File: src/rtl/ip2_scanout_capture_if.sv
// Word push channel from the scan-out capture block to the readout FIFO.
interface ip2_scanout_capture_if #(parameter int WORD_W = 32);
  logic [WORD_W-1:0] word_data;
  logic              word_valid;
  logic              fifo_full;

  modport master (output word_data, output word_valid, input fifo_full);
  modport slave  (input word_data, input word_valid, output fifo_full);
endinterface

File: src/rtl/ip2_scanout_capture.sv
// Samples the ASIC scan_out pin once per bxclk period, packs bits LSB-first into
// words for the readout FIFO, and counts mismatches against the expected chain bit.
module ip2_scanout_capture #(
  parameter int WORD_W = 32,
  parameter int CNT_W  = 11
) (
  input  logic                  clk,
  input  logic                  reset,
  input  logic                  i_enable,
  input  logic [5:0]            i_clk_counter,
  input  logic [5:0]            i_sample_phase,
  input  logic                  i_capture_start,
  input  logic [CNT_W-1:0]      i_bit_cnt_max,
  input  logic                  i_scan_out,
  input  logic                  i_expected_bit,
  output logic                  o_expected_shift,
  output logic [CNT_W-1:0]      o_mismatch_cnt,
  output logic                  o_overflow,
  output logic                  o_status_done,
  output logic [2:0]            o_sm_state,
  ip2_scanout_capture_if.master fifo_if
);

  typedef enum logic [2:0] {
    S_IDLE    = 3'd0,
    S_ARM     = 3'd1,
    S_CAPTURE = 3'd2,
    S_FLUSH   = 3'd3,
    S_DONE    = 3'd4
  } state_t;

  localparam int PACK_W = $clog2(WORD_W + 1);
  localparam logic [PACK_W-1:0] LAST_IDX = PACK_W'(WORD_W - 1);

  state_t              r_state;
  state_t              w_next;
  logic [CNT_W-1:0]    r_bit_cnt;
  logic [PACK_W-1:0]   r_pack_cnt;
  logic [WORD_W-1:0]   r_shift;
  logic [WORD_W-1:0]   r_word_data;
  logic                r_word_valid;
  logic [CNT_W-1:0]    r_mismatch_cnt;
  logic                r_overflow;
  logic                r_status_done;

  logic                w_clear;
  logic                w_match;
  logic                w_sample;
  logic                w_start;
  logic                w_word_full;
  logic                w_last_bit;
  logic [CNT_W-1:0]    w_bit_next;
  logic [WORD_W-1:0]   w_shift_new;

  assign w_clear     = reset || !i_enable;
  assign w_match     = (i_clk_counter == i_sample_phase);
  assign w_sample    = (r_state == S_CAPTURE) && w_match;
  assign w_start     = (r_state == S_IDLE) && i_capture_start;
  assign w_bit_next  = r_bit_cnt + CNT_W'(1);
  assign w_word_full = (r_pack_cnt == LAST_IDX);
  assign w_last_bit  = (w_bit_next == i_bit_cnt_max);
  assign w_shift_new = r_shift | (WORD_W'(i_scan_out) << r_pack_cnt);

  always_ff @(posedge clk) begin
    if (w_clear) r_state <= S_IDLE;
    else         r_state <= w_next;
  end

  always_comb begin
    w_next = r_state;
    case (r_state)
      S_IDLE:    if (i_capture_start) w_next = S_ARM;
      S_ARM: begin
        if (i_bit_cnt_max == '0) w_next = S_DONE;
        else if (w_match)        w_next = S_CAPTURE;
      end
      S_CAPTURE: if (w_sample && w_last_bit) w_next = w_word_full ? S_DONE : S_FLUSH;
      S_FLUSH:   w_next = S_DONE;
      S_DONE:    w_next = S_IDLE;
      default:   w_next = S_IDLE;
    endcase
  end

  // A word (full, or the final partial one) is latched on the sample edge that
  // completes it, so word_valid lands one clk after that sample.
  always_ff @(posedge clk) begin
    if (w_clear) begin
      r_bit_cnt      <= '0;
      r_pack_cnt     <= '0;
      r_shift        <= '0;
      r_word_data    <= '0;
      r_word_valid   <= 1'b0;
      r_mismatch_cnt <= '0;
      r_overflow     <= 1'b0;
      r_status_done  <= 1'b0;
    end else begin
      r_word_valid <= 1'b0;
      if (r_word_valid && fifo_if.fifo_full) r_overflow <= 1'b1;
      if (w_start) begin
        r_bit_cnt      <= '0;
        r_pack_cnt     <= '0;
        r_shift        <= '0;
        r_mismatch_cnt <= '0;
        r_overflow     <= 1'b0;
        r_status_done  <= 1'b0;
      end
      if (w_sample) begin
        r_bit_cnt <= w_bit_next;
        if ((i_scan_out != i_expected_bit) && (r_mismatch_cnt != '1))
          r_mismatch_cnt <= r_mismatch_cnt + CNT_W'(1);
        if (w_word_full || w_last_bit) begin
          r_word_data  <= w_shift_new;
          r_word_valid <= 1'b1;
          r_shift      <= '0;
          r_pack_cnt   <= '0;
        end else begin
          r_shift    <= w_shift_new;
          r_pack_cnt <= r_pack_cnt + PACK_W'(1);
        end
      end
      if ((w_next == S_DONE) && (r_state != S_DONE)) r_status_done <= 1'b1;
    end
  end

  assign o_expected_shift   = w_sample && !w_clear;
  assign o_mismatch_cnt     = r_mismatch_cnt;
  assign o_overflow         = r_overflow;
  assign o_status_done      = r_status_done;
  assign o_sm_state         = r_state;
  assign fifo_if.word_data  = r_word_data;
  assign fifo_if.word_valid = r_word_valid;

endmodule

File: src/flat_wrapper.sv
// flat-port wrapper written by rule: the top's interface ports become plain ports
module ip2_scanout_capture_flat 
#(
  parameter int WORD_W = 32,
  parameter int CNT_W  = 11
)
  (clk, reset, i_enable, i_clk_counter, i_sample_phase, i_capture_start, i_bit_cnt_max, i_scan_out, i_expected_bit, o_expected_shift, o_mismatch_cnt, o_overflow, o_status_done, o_sm_state, fifo_if_word_data, fifo_if_word_valid, fifo_if_fifo_full);
  ip2_scanout_capture_if #(.WORD_W(WORD_W)) fifo_if_i ();
  input  logic clk;
  input  logic reset;
  input  logic i_enable;
  input  logic [5:0] i_clk_counter;
  input  logic [5:0] i_sample_phase;
  input  logic i_capture_start;
  input  logic [CNT_W-1:0] i_bit_cnt_max;
  input  logic i_scan_out;
  input  logic i_expected_bit;
  output logic o_expected_shift;
  output logic [CNT_W-1:0] o_mismatch_cnt;
  output logic o_overflow;
  output logic o_status_done;
  output logic [2:0] o_sm_state;
  output wire logic [$bits(fifo_if_i.word_data)-1:0] fifo_if_word_data;
  output wire logic [$bits(fifo_if_i.word_valid)-1:0] fifo_if_word_valid;
  input wire logic [$bits(fifo_if_i.fifo_full)-1:0] fifo_if_fifo_full;
  assign fifo_if_word_data = fifo_if_i.word_data;
  assign fifo_if_word_valid = fifo_if_i.word_valid;
  assign fifo_if_i.fifo_full = fifo_if_fifo_full;
  ip2_scanout_capture #(.WORD_W(WORD_W), .CNT_W(CNT_W)) u_core (.clk(clk), .reset(reset), .i_enable(i_enable), .i_clk_counter(i_clk_counter), .i_sample_phase(i_sample_phase), .i_capture_start(i_capture_start), .i_bit_cnt_max(i_bit_cnt_max), .i_scan_out(i_scan_out), .i_expected_bit(i_expected_bit), .o_expected_shift(o_expected_shift), .o_mismatch_cnt(o_mismatch_cnt), .o_overflow(o_overflow), .o_status_done(o_status_done), .o_sm_state(o_sm_state), .fifo_if(fifo_if_i));
endmodule
File: config.mk
export PLATFORM = sky130hd
export DESIGN_NAME = ip2_scanout_capture_flat
export DESIGN_NICKNAME = d
export VERILOG_FILES = /design/src/rtl/ip2_scanout_capture_if.sv /design/src/rtl/ip2_scanout_capture.sv /design/src/flat_wrapper.sv
export SDC_FILE = /design/constraint.sdc
export NUM_CORES = 1
export LEC_CHECK = 0
export CAP_MARGIN = 20
export CORE_ASPECT_RATIO = 0.5
export CORE_MARGIN = 2
export CORE_UTILIZATION = 51
export DETAILED_ROUTE_END_ITERATION = 16
export PLACE_DENSITY = 0.76
export SLEW_MARGIN = 20
export SYNTH_ARGS = -nofsm -noshare
export SYNTH_HDL_FRONTEND = slang
export SYNTH_SLANG_ARGS = --single-unit
File: constraint.sdc
create_clock -name clk -period 4.6 [get_ports clk]
set_input_delay 0.46 -clock clk [delete_from_list [all_inputs] [get_ports clk]]
set_output_delay 0.46 -clock clk [all_outputs]
set_load 0.005 [all_outputs]
Yosys cells after proc, flatten, opt, wreduce, memory -nomap -nowiden
Index checks and enable logic that the tools add are counted.
- output and inout bits: 50
- flip-flop bits (word level): 98
- word-level logic and storage cells: 63
- bits of input ports: 30
- reductions and logical operators: 18
- add/sub/neg operators: 3
- bitwise logic cells: 2
- muxes and demuxes: 20
- equal/unequal tests: 10
- shift-type cells: 1
- operator list (cell ; number):
    32-bit 2-to-1 mux ; 3
    11-bit 2-to-1 mux ; 5
    32-bit bitwise OR ; 1
    1-bit by 6-bit << shifter with 32-bit output ; 1
    11-bit by 1-bit adder with 11-bit output, second input constant ; 2
    6-bit 2-to-1 mux ; 3
    3-bit 2-to-1 mux ; 5
    3-bit case mux with 4 select lines ; 1
    11-bit == test ; 1
    11-bit zero test ; 1
    11-bit inequality test, second input constant ; 1
    1-bit logical AND ; 7
    6-bit by 1-bit adder with 6-bit output, second input constant ; 1
    3-bit by 2-bit == test with 1-bit output, second input constant ; 2
    6-bit by 5-bit == test with 1-bit output, second input constant ; 1
    6-bit == test ; 1
    2-bit nonzero test ; 2
    2-bit OR reduction ; 2
    3-bit by 1-bit == test with 1-bit output, second input constant ; 1
    3-bit == test, second input constant ; 1
    3-bit zero test ; 1
    1-bit 2-to-1 mux ; 3
    3-bit inequality test, second input constant ; 1
    1-bit zero test ; 2
    other kinds (4) ; 5

Logic depth before layout (Yosys ltp)
Gate-level depths: netlist (run 1).
- depth in word-level cells: 8
- depth in mapped cells: 10

Worst setup path after synthesis (run 1)
OpenSTA, ideal clock, no wires.
- kind: reg-to-reg
- start: register u_core.r_bit_cnt[0]
- end: register u_core.r_shift[0]
- arrival time: 2359 ps
- cell stages (with the launch flop): 10
- path slack: 2109 ps
- data required time: 4468 ps
- cell sequence: dfxtp_1 -> ha_1 -> nand3_1 -> or3_1 -> o32a_1 -> o211ai_1 -> nand3_2 -> a21oi_2 -> buf_2 -> o22ai_1
- cells in the longest elaborated chain, start to end: 5
- RTL lines (what ; RTL line ; RTL):
    start: declaration ; ip2_scanout_capture.sv:37 ; logic [CNT_W-1:0] r_bit_cnt;
    start signal: assignment ; ip2_scanout_capture.sv:108 ; r_bit_cnt <= w_bit_next;
    11-bit by 1-bit adder with 11-bit output ; ip2_scanout_capture.sv:59 ; assign w_bit_next = r_bit_cnt + CNT_W'(1);
    11-bit == test ; ip2_scanout_capture.sv:61 ; assign w_last_bit = (w_bit_next == i_bit_cnt_max);
    1-bit logical OR ; ip2_scanout_capture.sv:111 ; if (w_word_full || w_last_bit) begin
    32-bit 2-to-1 mux ; ip2_scanout_capture.sv:111 ;
    32-bit 2-to-1 mux ; ip2_scanout_capture.sv:107 ; if (w_sample) begin
    end signal: assignment ; ip2_scanout_capture.sv:117 ; r_shift <= w_shift_new;
    end: declaration ; ip2_scanout_capture.sv:39 ; logic [WORD_W-1:0] r_shift;
Every way passes these cells.
A chain may end at the register's enable or synchronous reset.

Worst setup path in the final report (run 1)
- start: input port i_clk_counter[1]
- end: output port o_expected_shift
- cells in the longest elaborated chain, start to end: 3
- RTL lines (what ; RTL line ; RTL):
    start: declaration ; flat_wrapper.sv:12 ; input logic [5:0] i_clk_counter;
    6-bit == test ; ip2_scanout_capture.sv:56 ; assign w_match = (i_clk_counter == i_sample_phase);
    1-bit logical AND ; ip2_scanout_capture.sv:57 ; assign w_sample = (r_state == S_CAPTURE) && w_match;
    1-bit logical AND ; ip2_scanout_capture.sv:125 ; assign o_expected_shift = w_sample && !w_clear;
    end: declaration ; flat_wrapper.sv:18 ; output logic o_expected_shift;
Every way passes these cells.

==> reports/qor.csv, run 1 <==
metric;value;unit
status;finished, final reports clean;
slew_headroom;0.4308;
first_iter_violations;332;
p_clk_frac;0.452;
combPwrFrac;0.051;
areaGrowthSynthToFinish;24.87;%
dp_hpwl;8.229;mm
avgSynthCellArea;7.745;sq um
setup_tns;0;ps
holdPathEnd;u_core.fifo_if.word_data[18]$_SDFFE_PP0P_;
min_path_type;flop to flop;
worst_slack;1012;ps
critical-path-top-delay-family;buffers and inverters;
cp.required;4140;ps
cts_resized;0;
grt_max_degree;54;
max_stage_delay;540;ps
num_rows;24;
p_leak;1.838;nW
grt_pass1_vias;4062;
crit_top_cell;clkdlybuf4s50_1;
r2r_slack;1170;ps
numPortBuffers;79;
dieArea;9922;sq um
syn_inst;599;
overflow;0;
drv_slew;0;
cts_buffers;9;
post_drt_wl_per_cell;15.44;microns
hold_path.startpoint;u_core.fifo_if.word_data[18]$_SDFFE_PP0P_;
synth_top_cell_by_area;dfxtp_1;
holdPathStages;2;
hold_buffers;0;
wl;12.09;mm
crit_slowest_cell;clkdlybuf4s50_1;
fmax;0.2787;GHz
hold_ws;453.4;ps
synth_top_area_share;0.4229;
synth_edf_count;0;
antenna_found_initial;0;
root_buffer;clkbuf_16;
synth-main-ff-cell;dfxtp_1;
post-cts-setup-buffer-count;0;
diodes;0;
ios;80;
post-place-ws;1045;ps
cts-htree-levels;3;
netlist_area;4639;sq um
clockBufferDepth;2;
intPower;1.317;mW
fill_cells;780;
route.vias.total;4518;
ir_drop;198.9;uV
path_cells;clkdlybuf4s50_1, xnor2_1, nand4_1, or3_1, nand2b_1, clkinv_1, clkdlybuf4s50_1;
gr-usage-all-layers;0.2436;
ys_seq_area_frac;0.4229;
fin_nets;694;
power_switching;392.3;uW
total_power;1.709;mW
dieWidth;138.9;microns
start_util;0.5291;
skew;11.15;ps
cts_tree;yes;
drive_above_1_share;0.06006;
endpoint_kind;output pin;
reg2reg_to;u_core.fifo_if.word_data[12]$_SDFFE_PP0P_;
synth_cell_type_count;55;
clk_latency;340;ps
worst-endpoint-arrival;3130;ps
worstSetupPathType;input port to output pin;
yosysWarnings;0;
finalNonFillerCells;783;
swShare;0.2296;
grt_pass1_wl;19.94;mm
fin_crit_sh;0.7800;
clkSinkCount;98;
startpoint_type;input port;
antenna_left;0;
power_density;295.0;nW/um^2
synthArstFlopShare;0;
synth_common_cells;98 x dfxtp_1, 72 x o21ai_0, 61 x nand2_1;
hold_viol_final;0;
synth_most_common_cell;dfxtp_1;
maxCapViolations;0;
crit_buf_inv;3;
fp.dieH;71.44;microns
reg2reg_depth;8;
clk_pin_slew;70;ps
startpoint;i_clk_counter[1];
coreArea;8768;sq um
p_seq_frac;0.497;
drtPass1Iterations;5;
layout_min_cycle_time;3588;ps
avgViaCountPerCell;5.770;
r2r_start;u_core.r_bit_cnt[0]$_SDFFE_PP0P_;
synth.area.top_cells;dfxtp_1 42%, o21ai_0 7.8%, a21oi_1 5.5%;
rsz0062_at_grt;no;
setup_viol;0;
syn_nets;632;
drc;0;
crit_path_max_fanout;17;
gp_congestion;0.8762;
ys_ff_latch;98;
dp_cells;767;
tightest_slew;853.8;ps
==> flip-flops by register name, indices dropped and copies added (netlist names) <==
register / count
u_core.fifo_if.word_data: 32
u_core.fifo_if.word_valid: 1
u_core.o_mismatch_cnt: 11
u_core.o_overflow: 1
u_core.o_sm_state: 3
u_core.o_status_done: 1
u_core.r_bit_cnt: 11
u_core.r_pack_cnt: 6
u_core.r_shift: 32
==> cell families after synthesis <==
| logic type | after synthesis | share of synthesized area |
|---|---|---|
| AOI/OAI and AO/OA | 193 | 0.2389 |
| xor gates and xnor gates | 20 | 0.03776 |
| DFF | 98 | 0.4229 |
| adders and majority gates | 4 | 0.01025 |
| muxes | 2 | 0.004315 |
| buffers and inverters | 72 | 0.06257 |
| and+or+nand+nor | 210 | 0.2233 |
==> power groups by stage <==
stage                     Combinational (mW)  Clock, mW  Sequential, mW
final                                 0.0875      0.773           0.849
after global routing                  0.0938      0.806           0.849
after CTS                             0.0869      0.773           0.849
after detailed placement              0.0863          0           0.869
after global placement                0.0860          0           0.869
after floorplan                       0.0433          0           0.868
==> worst reg2reg max path, stage by stage (launching register included) <==
cell,delay (ps)
dfxtp_1,450
ha_1,270
nand3_1,290
or3_1,460
o32a_1,160
o211ai_1,420
and4_1,820
nor2_2,160
a31o_2,300
==> final cells by class <==
class,count,area (sq um),share of cell area
inverters,36,135.1,0.02333
multi-input cells,429,2397,0.4138
flip-flops and latches,98,1962,0.3387
repair buffers,87,850.8,0.1469
clock inverters,6,72.57,0.01253
well taps,117,146.4,0.02527
clock buffers,10,229.0,0.03952
==> per-stage QoR <==
step                utilization  area, sq um
floorplan                     -         4639
global placement         0.6257         5487
detailed placement       0.6257         5487
CTS                      0.6601         5788
global route             0.6607         5793
finish                   0.6607         5793
==> metal layers <==
metal / wire length (microns) / up-vias / global-route usage
met2: 5393 / 153 / 0.3870
met4: 129 / 0 / 0.06061
li1: - / 2244 / -
met5: 0 / - / 0
met3: 782 / 11 / 0.05214
met1: 5780 / 2110 / 0.3437
==> layout by cell type, fill, tap and decap left out, types with 3 or more instances in the layout <==
cell type and count:
nand2b_1 4, nand3b_1 5, clkdlybuf4s50_1 79, o21ai_0 72
nand4_1 7, o31ai_1 4, a31o_2 5, a21oi_1 51
dfxtp_1 98, and3_1 7, o22ai_1 33, and2_1 8
nor2_1 60, clkbuf_16 9, xor2_1 3, nand2_1 61
nor4_1 4, ha_1 3, buf_4 8, nand3_1 18
a211oi_1 6, or3_1 6, or4_1 3, inv_1 35
xnor2_1 17, a31oi_1 4, o21ai_1 4, nor3_1 10
==> worst max path at each step <==
stage,endpoint,cells after the start
finish,o_expected_shift,7
global route,o_expected_shift,7
CTS,o_expected_shift,7
detailed placement,o_expected_shift,7
global placement,o_expected_shift,7
floorplan,u_core.r_shift[0]$_SDFFE_PP0P_,9
No activity file was read; power rests on OpenSTA's default activity.
==> run 2, diff against run 1 <==
Clock period 4.6 ns to 3.4 ns, I/O delays scaled along.
==> run 2 against run 1 <==
Routed wire length grew 2.1%; count of clock-buffer cells in the layout did not move; non-clock buffer count grew 9; power is 33% higher; clock skew down 2.1 ps; critical path type is now flop to flop; largest power group unchanged.
==> reports/qor.csv, run 2 (synthesis results as in run 1) <==
metric;value;unit;change
start_util;0.5291;;unchanged
hold_ws;456.8;ps;+3.454 ps
finish.utilization;0.6671;;+0.006421
tightest_slew;637.2;ps;-216.6 ps
numPortBuffers;79;;unchanged
layout_commonest_cell;dfxtp_1;;
fin_crit_sh;0.8861;;
path_cells;ha_1, nand3_1, or3_1, o32a_1, o211ai_1, nand3_2, buf_4, nand3_1, o22ai_1;;
min_path_type;flop to flop;;
avgViaCountPerCell;5.732;;-0.65%
post-place-ws;405.3;ps;-639.8 ps
combPwrFrac;0.052;;about the same
overflow;0;;unchanged
fmax;0.3319;GHz;
cts_tree;yes;;
clkSinkCount;98;;unchanged
power_density;388.6;nW/um^2;+32%
crit_buf_inv;1;;-2
ir_drop;289.1;uV;+45%
drive_above_1_share;0.07259;;+0.01253
cp.required;3610;ps;-530 ps
setup_tns;0;ps;unchanged
root_buffer;clkbuf_16;;
mostFrequentLayoutCells;98 x dfxtp_1, 79 x clkdlybuf4s50_1, 72 x o21ai_0;;
layout_min_cycle_time;3013;ps;
clk_pin_slew;70;ps;about the same
fp.dieH;71.44;microns;unchanged
startpoint_type;flop;;
total_power;2.273;mW;+33%
cts_resized;0;;unchanged
placed_area;5554;sq um;+1.2%
clk_latency;340;ps;about the same
diodes;0;;unchanged
slew_headroom;0.5719;;+0.1411
skew;9.053;ps;-2.099 ps
post_drt_wl_per_cell;15.59;microns;+0.97%
crit_slowest_cell;or3_1;;
post-cts-setup-buffer-count;0;;unchanged
p_clk_frac;0.443;;-0.009
ios;80;;unchanged
clockBufferDepth;2;;unchanged
p_leak;1.879;nW;+2.2%
design_area;5849;sq um;+0.97%
route.vias.total;4540;;+0.49%
fill_cells;767;;-1.7%
wl;12.34;mm;+2.1%
gp_congestion;0.8817;;+0.63%
max_stage_delay;450;ps;-90 ps
first_iter_violations;384;;+16%
drtPass1Iterations;5;;unchanged
critical-path-top-delay-family;simple AND/OR/NAND/NOR gates;;
dp_cells;776;;+1.2%
grt_pass1_vias;4380;;+7.8%
fin_nets;703;;+1.3%
worst-endpoint-arrival;3220;ps;+90 ps
antenna_found_initial;0;;unchanged
rsz0062_at_grt;no;;
intPower;1.734;mW;+32%
areaGrowthSynthToFinish;26.08;%;
setup_viol;0;;unchanged
crit_top_cell;nand3_1;;
gr-usage-all-layers;0.2541;;+0.01047
finalNonFillerCells;792;;+1.1%
status;finished, final reports clean;;
hold_buffers;0;;unchanged
grt_pass1_wl;20.72;mm;+3.9%
dieArea;9922;sq um;unchanged
num_rows;24;;unchanged
maxCapViolations;0;;unchanged
dieWidth;138.9;microns;unchanged
drc;0;;unchanged
p_seq_frac;0.505;;+0.008
worst_slack;387.2;ps;-624.6 ps
cts_buffers;9;;unchanged
drv_slew;0;;unchanged
endpoint_kind;flop;;
cts-htree-levels;3;;unchanged
hold_viol_final;0;;unchanged
antenna_left;0;;unchanged
grt_max_degree;53;;-1.9%
worstSetupPathType;flop to flop;;
dp_hpwl;8.456;mm;+2.8%
swShare;0.2371;;+0.007582
power_switching;539.0;uW;+37%
crit_path_max_fanout;10;;-7
coreArea;8768;sq um;unchanged
## run 2: worst register-to-register path, stage by stage (launching register included)
cell,delay (ps)
dfxtp_1,420
ha_1,260
nand3_1,260
or3_1,450
o32a_1,170
o211ai_1,390
nand3_2,230
buf_4,250
nand3_1,290
o22ai_1,150
## run 2: power by group through the flow
stage / Clock, mW / Sequential, mW / Combinational, mW
final: 1.01 / 1.15 / 0.119
after global routing: 1.06 / 1.15 / 0.128
after CTS: 1.02 / 1.15 / 0.119
after detailed placement: 0 / 1.17 / 0.118
after global placement: 0 / 1.17 / 0.117
after floorplan: 0 / 1.17 / 0.0586
## run 2: cell type report
cell class,count,area (sq um),share of cell area
inverters,36,135.1,0.02310
repair buffers,96,918.4,0.1570
well taps,117,146.4,0.02503
clock buffers,10,239.0,0.04086
clock inverters,6,56.30,0.009626
multi-input cells,429,2392,0.4090
flip-flops and latches,98,1962,0.3354
## run 2: metal layers
metal	up-vias	part of all wire	global-route usage
li1	2263	-	-
met1	2142	0.48	0.3384
met2	121	0.46	0.4297
met3	14	0.057	0.05281
met4	0	0.0099	0.06622
met5	-	0	0
## run 2: worst paths after layout
| check | end | slack [ps] | start | depth (start not counted) |
|---|---|---|---|---|
| max | u_core.r_shift[1]$_SDFFE_PP0P_ | 390 | u_core.r_bit_cnt[0]$_SDFFE_PP0P_ | 9 |
| min | u_core.fifo_if.word_data[0]$_SDFFE_PP0P_ | 460 | u_core.fifo_if.word_data[0]$_SDFFE_PP0P_ | 2 |
| max reg2reg | u_core.r_shift[1]$_SDFFE_PP0P_ | 390 | u_core.r_bit_cnt[0]$_SDFFE_PP0P_ | 9 |
| min reg2reg | u_core.fifo_if.word_data[0]$_SDFFE_PP0P_ | 460 | u_core.fifo_if.word_data[0]$_SDFFE_PP0P_ | 2 |
==> patch 1 (settings of run 2) <==
`WORD_W` is set to 32 in 3 places; all go to 16.
--- a/src/rtl/ip2_scanout_capture_if.sv
+++ b/src/rtl/ip2_scanout_capture_if.sv
@@ -1,4 +1,4 @@
 // Word push channel from the scan-out capture block to the readout FIFO.
-interface ip2_scanout_capture_if #(parameter int WORD_W = 32);
+interface ip2_scanout_capture_if #(parameter int WORD_W = 16);
   logic [WORD_W-1:0] word_data;
   logic              word_valid;
--- a/src/rtl/ip2_scanout_capture.sv
+++ b/src/rtl/ip2_scanout_capture.sv
@@ -2,5 +2,5 @@
 // words for the readout FIFO, and counts mismatches against the expected chain bit.
 module ip2_scanout_capture #(
-  parameter int WORD_W = 32,
+  parameter int WORD_W = 16,
   parameter int CNT_W  = 11
 ) (
--- a/src/flat_wrapper.sv
+++ b/src/flat_wrapper.sv
@@ -2,5 +2,5 @@
 module ip2_scanout_capture_flat 
 #(
-  parameter int WORD_W = 32,
+  parameter int WORD_W = 16,
   parameter int CNT_W  = 11
 )
Ports: changed (resized fifo_if_word_data); port bits go from 80 to 64. The function was not compared with the original's and may differ.
==> patch 1 against run 2 <==
Final area shrank 27%. Synthesized area shrank 30%. Critical path depth is the same. Power shrank 17%. Wire length shrank 31%. Sequential share of layout area shrank 3.1 points. Combinational power shrank 18%. Sequential cell count shrank 33. Worst setup slack lost 0.0019 ns. Utilization grew 3.0 points. Die area shrank 28%. Highest routed layer unchanged.
==> patch 1: results (changes against run 2) <==
- Outcome: finished, final reports clean (unchanged)
- M1 WL: 3.71 mm (was 5.89 mm)
- First-pass GRT wire length: 13.7 mm (was 20.7 mm)
- CP arrival: 3.23 ns (was 3.22 ns)
- Post-Place Cell Area: 0.00394 sq mm (was 0.00555 sq mm)
- Worst Skew: 0.00588 ns (was 0.00905 ns)
- Final #Nets: 482 (was 703)
- Worst-Margin Slew: 0.960 ns (was 0.637 ns)
- Hold path endpoint: u_core.o_overflow (was u_core.fifo_if.word_data[0])
- Gr usage total: 25.5% (was 25.4%)
- Register area share after synthesis: 39.8% (was 42.3%)
- DR WL met3: 459 um (was 698 um)
- Gate power share: 5.2% (about the same)
- Post-CTS setup buffer count: 0 (unchanged)
- Clk slew on worst S/H paths: 0.05 ns (was 0.07 ns)
- Largest net degree at the start of global routing: 42 (was 53)
- Delay-heaviest family, CP: compound AO/OA/AOI/OAI gates (was simple AND/OR/NAND/NOR gates)
- Design Power: 1.89 mW (was 2.27 mW)
- Worst hold start: u_core.o_overflow (was u_core.fifo_if.word_data[0])
- Placed insts: 525 (was 776)
- Sequential power: 0.763 mW (was 1.15 mW)
- P_int: 1.50 mW (was 1.73 mW)
- Routability Congestion: 0.825 (was 0.882)
- Leak: 1.44 nW (was 1.88 nW)
- Max IR drop VDD: 0.338 mV (was 0.289 mV)
- Post-layout min period: 3.01 ns (about the same)
- DP Wirelength: 6.00 mm (was 8.46 mm)
- Synth-to-Final Area Change: 30.9% (was 26.1%)
- Layout cells sized above 1: 7.28% (was 7.26%)
- Routing usage on met3: 7.09% (was 5.28%)
- Met2 WL: 4.18 mm (was 5.63 mm)
- M1 GR Usage: 30.0% (was 33.8%)
- Total wire length: 8.54 mm (was 12.3 mm)
- Synth cell count leaders: dfxtp_1 (65), nor2_1 (46), a21oi_1 (35), nor3_1 (23), o21ai_0 (20) (was dfxtp_1 (98), o21ai_0 (72), nand2_1 (61), nor2_1 (60), a21oi_1 (51))
- CP Capture Point: u_core.r_shift[15] (was u_core.r_shift[1])
- Final std cells w/o fill: 541 (was 792)
- Number of global-route vias before repair: 2982 (was 4380)
- Total number of vias: 3200 (was 4540)
- Slowest cell on the critical path: dfxtp_1 (was or3_1)
- Met2 GRT Util: 44.1% (was 43.0%)
- Number of buffers added on ports: 63 (was 79)
- RR Startpoint: u_core.r_bit_cnt[0] (unchanged)
- Post-Syn Instances: 392 (was 599)
- Synth area leaders: dfxtp_1 (40%), a21oi_1 (5.4%), nor2_1 (5.3%) (was dfxtp_1 (42%), o21ai_0 (7.8%), a21oi_1 (5.5%))
- Syn nets: 426 (was 632)
- Final Hold Slack: 0.473 ns (was 0.457 ns)
- 1st-iter DRT viols: 204 (was 384)
- Hold Path Stages: 2 (unchanged)
- Fillcell total: 497 (was 767)
- H-tree depth: 3 (unchanged)
## patch 1: cell types whose count changed after synthesis, moves of 28 or more
cell / before / now
inv_1: 35 / 7
dfxtp_1: 98 / 65
o22ai_1: 33 / 0
o21ai_0: 72 / 20
nand2_1: 61 / 19
## patch 1: layout make-up
| class | instances | share of cell area (%) |
|---|---|---|
| timing repair buffer | 69 | 15.8 |
| clock buffer | 11 | 5.91 |
| inverter | 7 | 0.615 |
| sequential | 65 | 30.4 |
| multi-input combinational | 296 | 42.6 |
| tap | 88 | 2.58 |
| clock inverter | 5 | 2.02 |
## patch 1: cell families (layout without fill, tap and decap cells)
| family | Yosys count | count (layout) | synth area share [%] |
|---|---|---|---|
| AOI/OAI and AO/OA | 114 | 114 | 23.4 |
| xor gates and xnor gates | 22 | 22 | 5.90 |
| adders and majority gates | 4 | 4 | 1.53 |
| buffers and inverters | 31 | 92 | 4.37 |
| DFF | 65 | 65 | 39.8 |
| muxes | 1 | 1 | 0.306 |
| and+or+nand+nor | 155 | 155 | 24.7 |
==> patch 2 (flow settings as in run 2) <==
Made on the original files. Compare `r_pack_cnt` against `LAST_IDX` with >= in place of ==.
--- a/src/rtl/ip2_scanout_capture.sv
+++ b/src/rtl/ip2_scanout_capture.sv
@@ -58,5 +58,5 @@
   assign w_start     = (r_state == S_IDLE) && i_capture_start;
   assign w_bit_next  = r_bit_cnt + CNT_W'(1);
-  assign w_word_full = (r_pack_cnt == LAST_IDX);
+  assign w_word_full = (r_pack_cnt >= LAST_IDX);
   assign w_last_bit  = (w_bit_next == i_bit_cnt_max);
   assign w_shift_new = r_shift | (WORD_W'(i_scan_out) << r_pack_cnt);
Behaviour: no difference found for any inputs over 10 cycles, from zero or initial values; that may be too few to reach the edited logic, so the function may still have changed.
==> patch 2 against run 2 <==
Worst setup slack better by 0.13 ns. Count of clock-buffer cells in the layout grew 2. Wire length up 0.58%. Final area up 4.4%. Synthesized area rose by 7.9%. Power decreased by 2.8%. Sequential share of layout area is 1.4 points lower. Sequential cell count did not move. Critical path type is now in -> out.
==> patch 2: results (changes against run 2) <==
- Outcome: finished, final reports clean (unchanged)
- Gr usage total: 23.6% (was 25.4%)
- M1 GR Usage: 33.2% (was 33.8%)
- Layout clock area frac: 4.32% (was 5.05%)
- Final #Nets: 699 (was 703)
- Fraction of area in multi-input gates: 44.4% (was 40.9%)
- First-pass GRT wire length: 20.2 mm (was 20.7 mm)
- Pwr per Cell Area: 362 mW/mm^2 (was 389 mW/mm^2)
- Synth cell count leaders: dfxtp_1 (98), nand2_1 (73), nor2_1 (54), o21ai_0 (46), inv_1 (33) (was dfxtp_1 (98), o21ai_0 (72), nand2_1 (61), nor2_1 (60), a21oi_1 (51))
- Worst-Margin Slew: 1.02 ns (was 0.637 ns)
- CP arrival: 2.54 ns (was 3.22 ns)
- Gate power share: 5.9% (was 5.2%)
- Syn nets: 646 (was 632)
- Routing usage on met3: 5.34% (was 5.28%)
- Register area share after synthesis: 39.2% (was 42.3%)
- R2R Setup Slk: 0.58 ns (was 0.39 ns)
- NonClk Buf Share: 14.4% (was 15.7%)
- Delay-heaviest family, CP: buffers and inverters (was simple AND/OR/NAND/NOR gates)
- Met2 WL: 5.58 mm (was 5.63 mm)
- Met2 GRT Util: 37.5% (was 43.0%)
- Total wire length: 12.4 mm (was 12.3 mm)
- Signal inverters: 33 (was 36)
- Final std cells w/o fill: 806 (was 792)
- Total number of vias: 4676 (was 4540)
- Placed insts: 790 (was 776)
- Avg Cell Area, Syn: 8.17 sq um (was 7.75 sq um)
- Worst hold start: u_core.r_shift[11] (was u_core.fifo_if.word_data[0])
- DP Wirelength: 8.18 mm (was 8.46 mm)
- Worst r2r path cells: 7 (was 9)
- Worst r2r dst: u_core.fifo_if.word_data[18] (was u_core.r_shift[1])
- Switching portion of total power: 23.0% (was 23.7%)
patch 2: cell types whose count changed after synthesis, moves of 7 or more:
cell and change:
xor2_1 +7, o2111ai_1 +26, o21ai_0 -26, mux2i_1 +30
clkbuf_1 +7, nand2_1 +12, a21oi_1 -24, o22ai_1 -31
a22oi_1 +28, xnor2_1 -7
patch 2: cell families (layout without fill, tap and decap cells):
kind of cell | Yosys count | count (layout) | synth area share (%)
and+or+nand+nor | 213 | 213 | 20.6
adders and majority gates | 3 | 3 | 0.750
DFF | 98 | 98 | 39.2
muxes | 32 | 32 | 6.40
xor gates and xnor gates | 20 | 20 | 3.50
buffers and inverters | 80 | 138 | 6.90
AOI/OAI and AO/OA | 167 | 167 | 22.7
patch 2: worst min-delay path: cells and delay by family, from the launching register on:
kind	cells	cell delay, ns
compound gates	1	0.05
buf+inv	1	0.04
flops	1	0.31
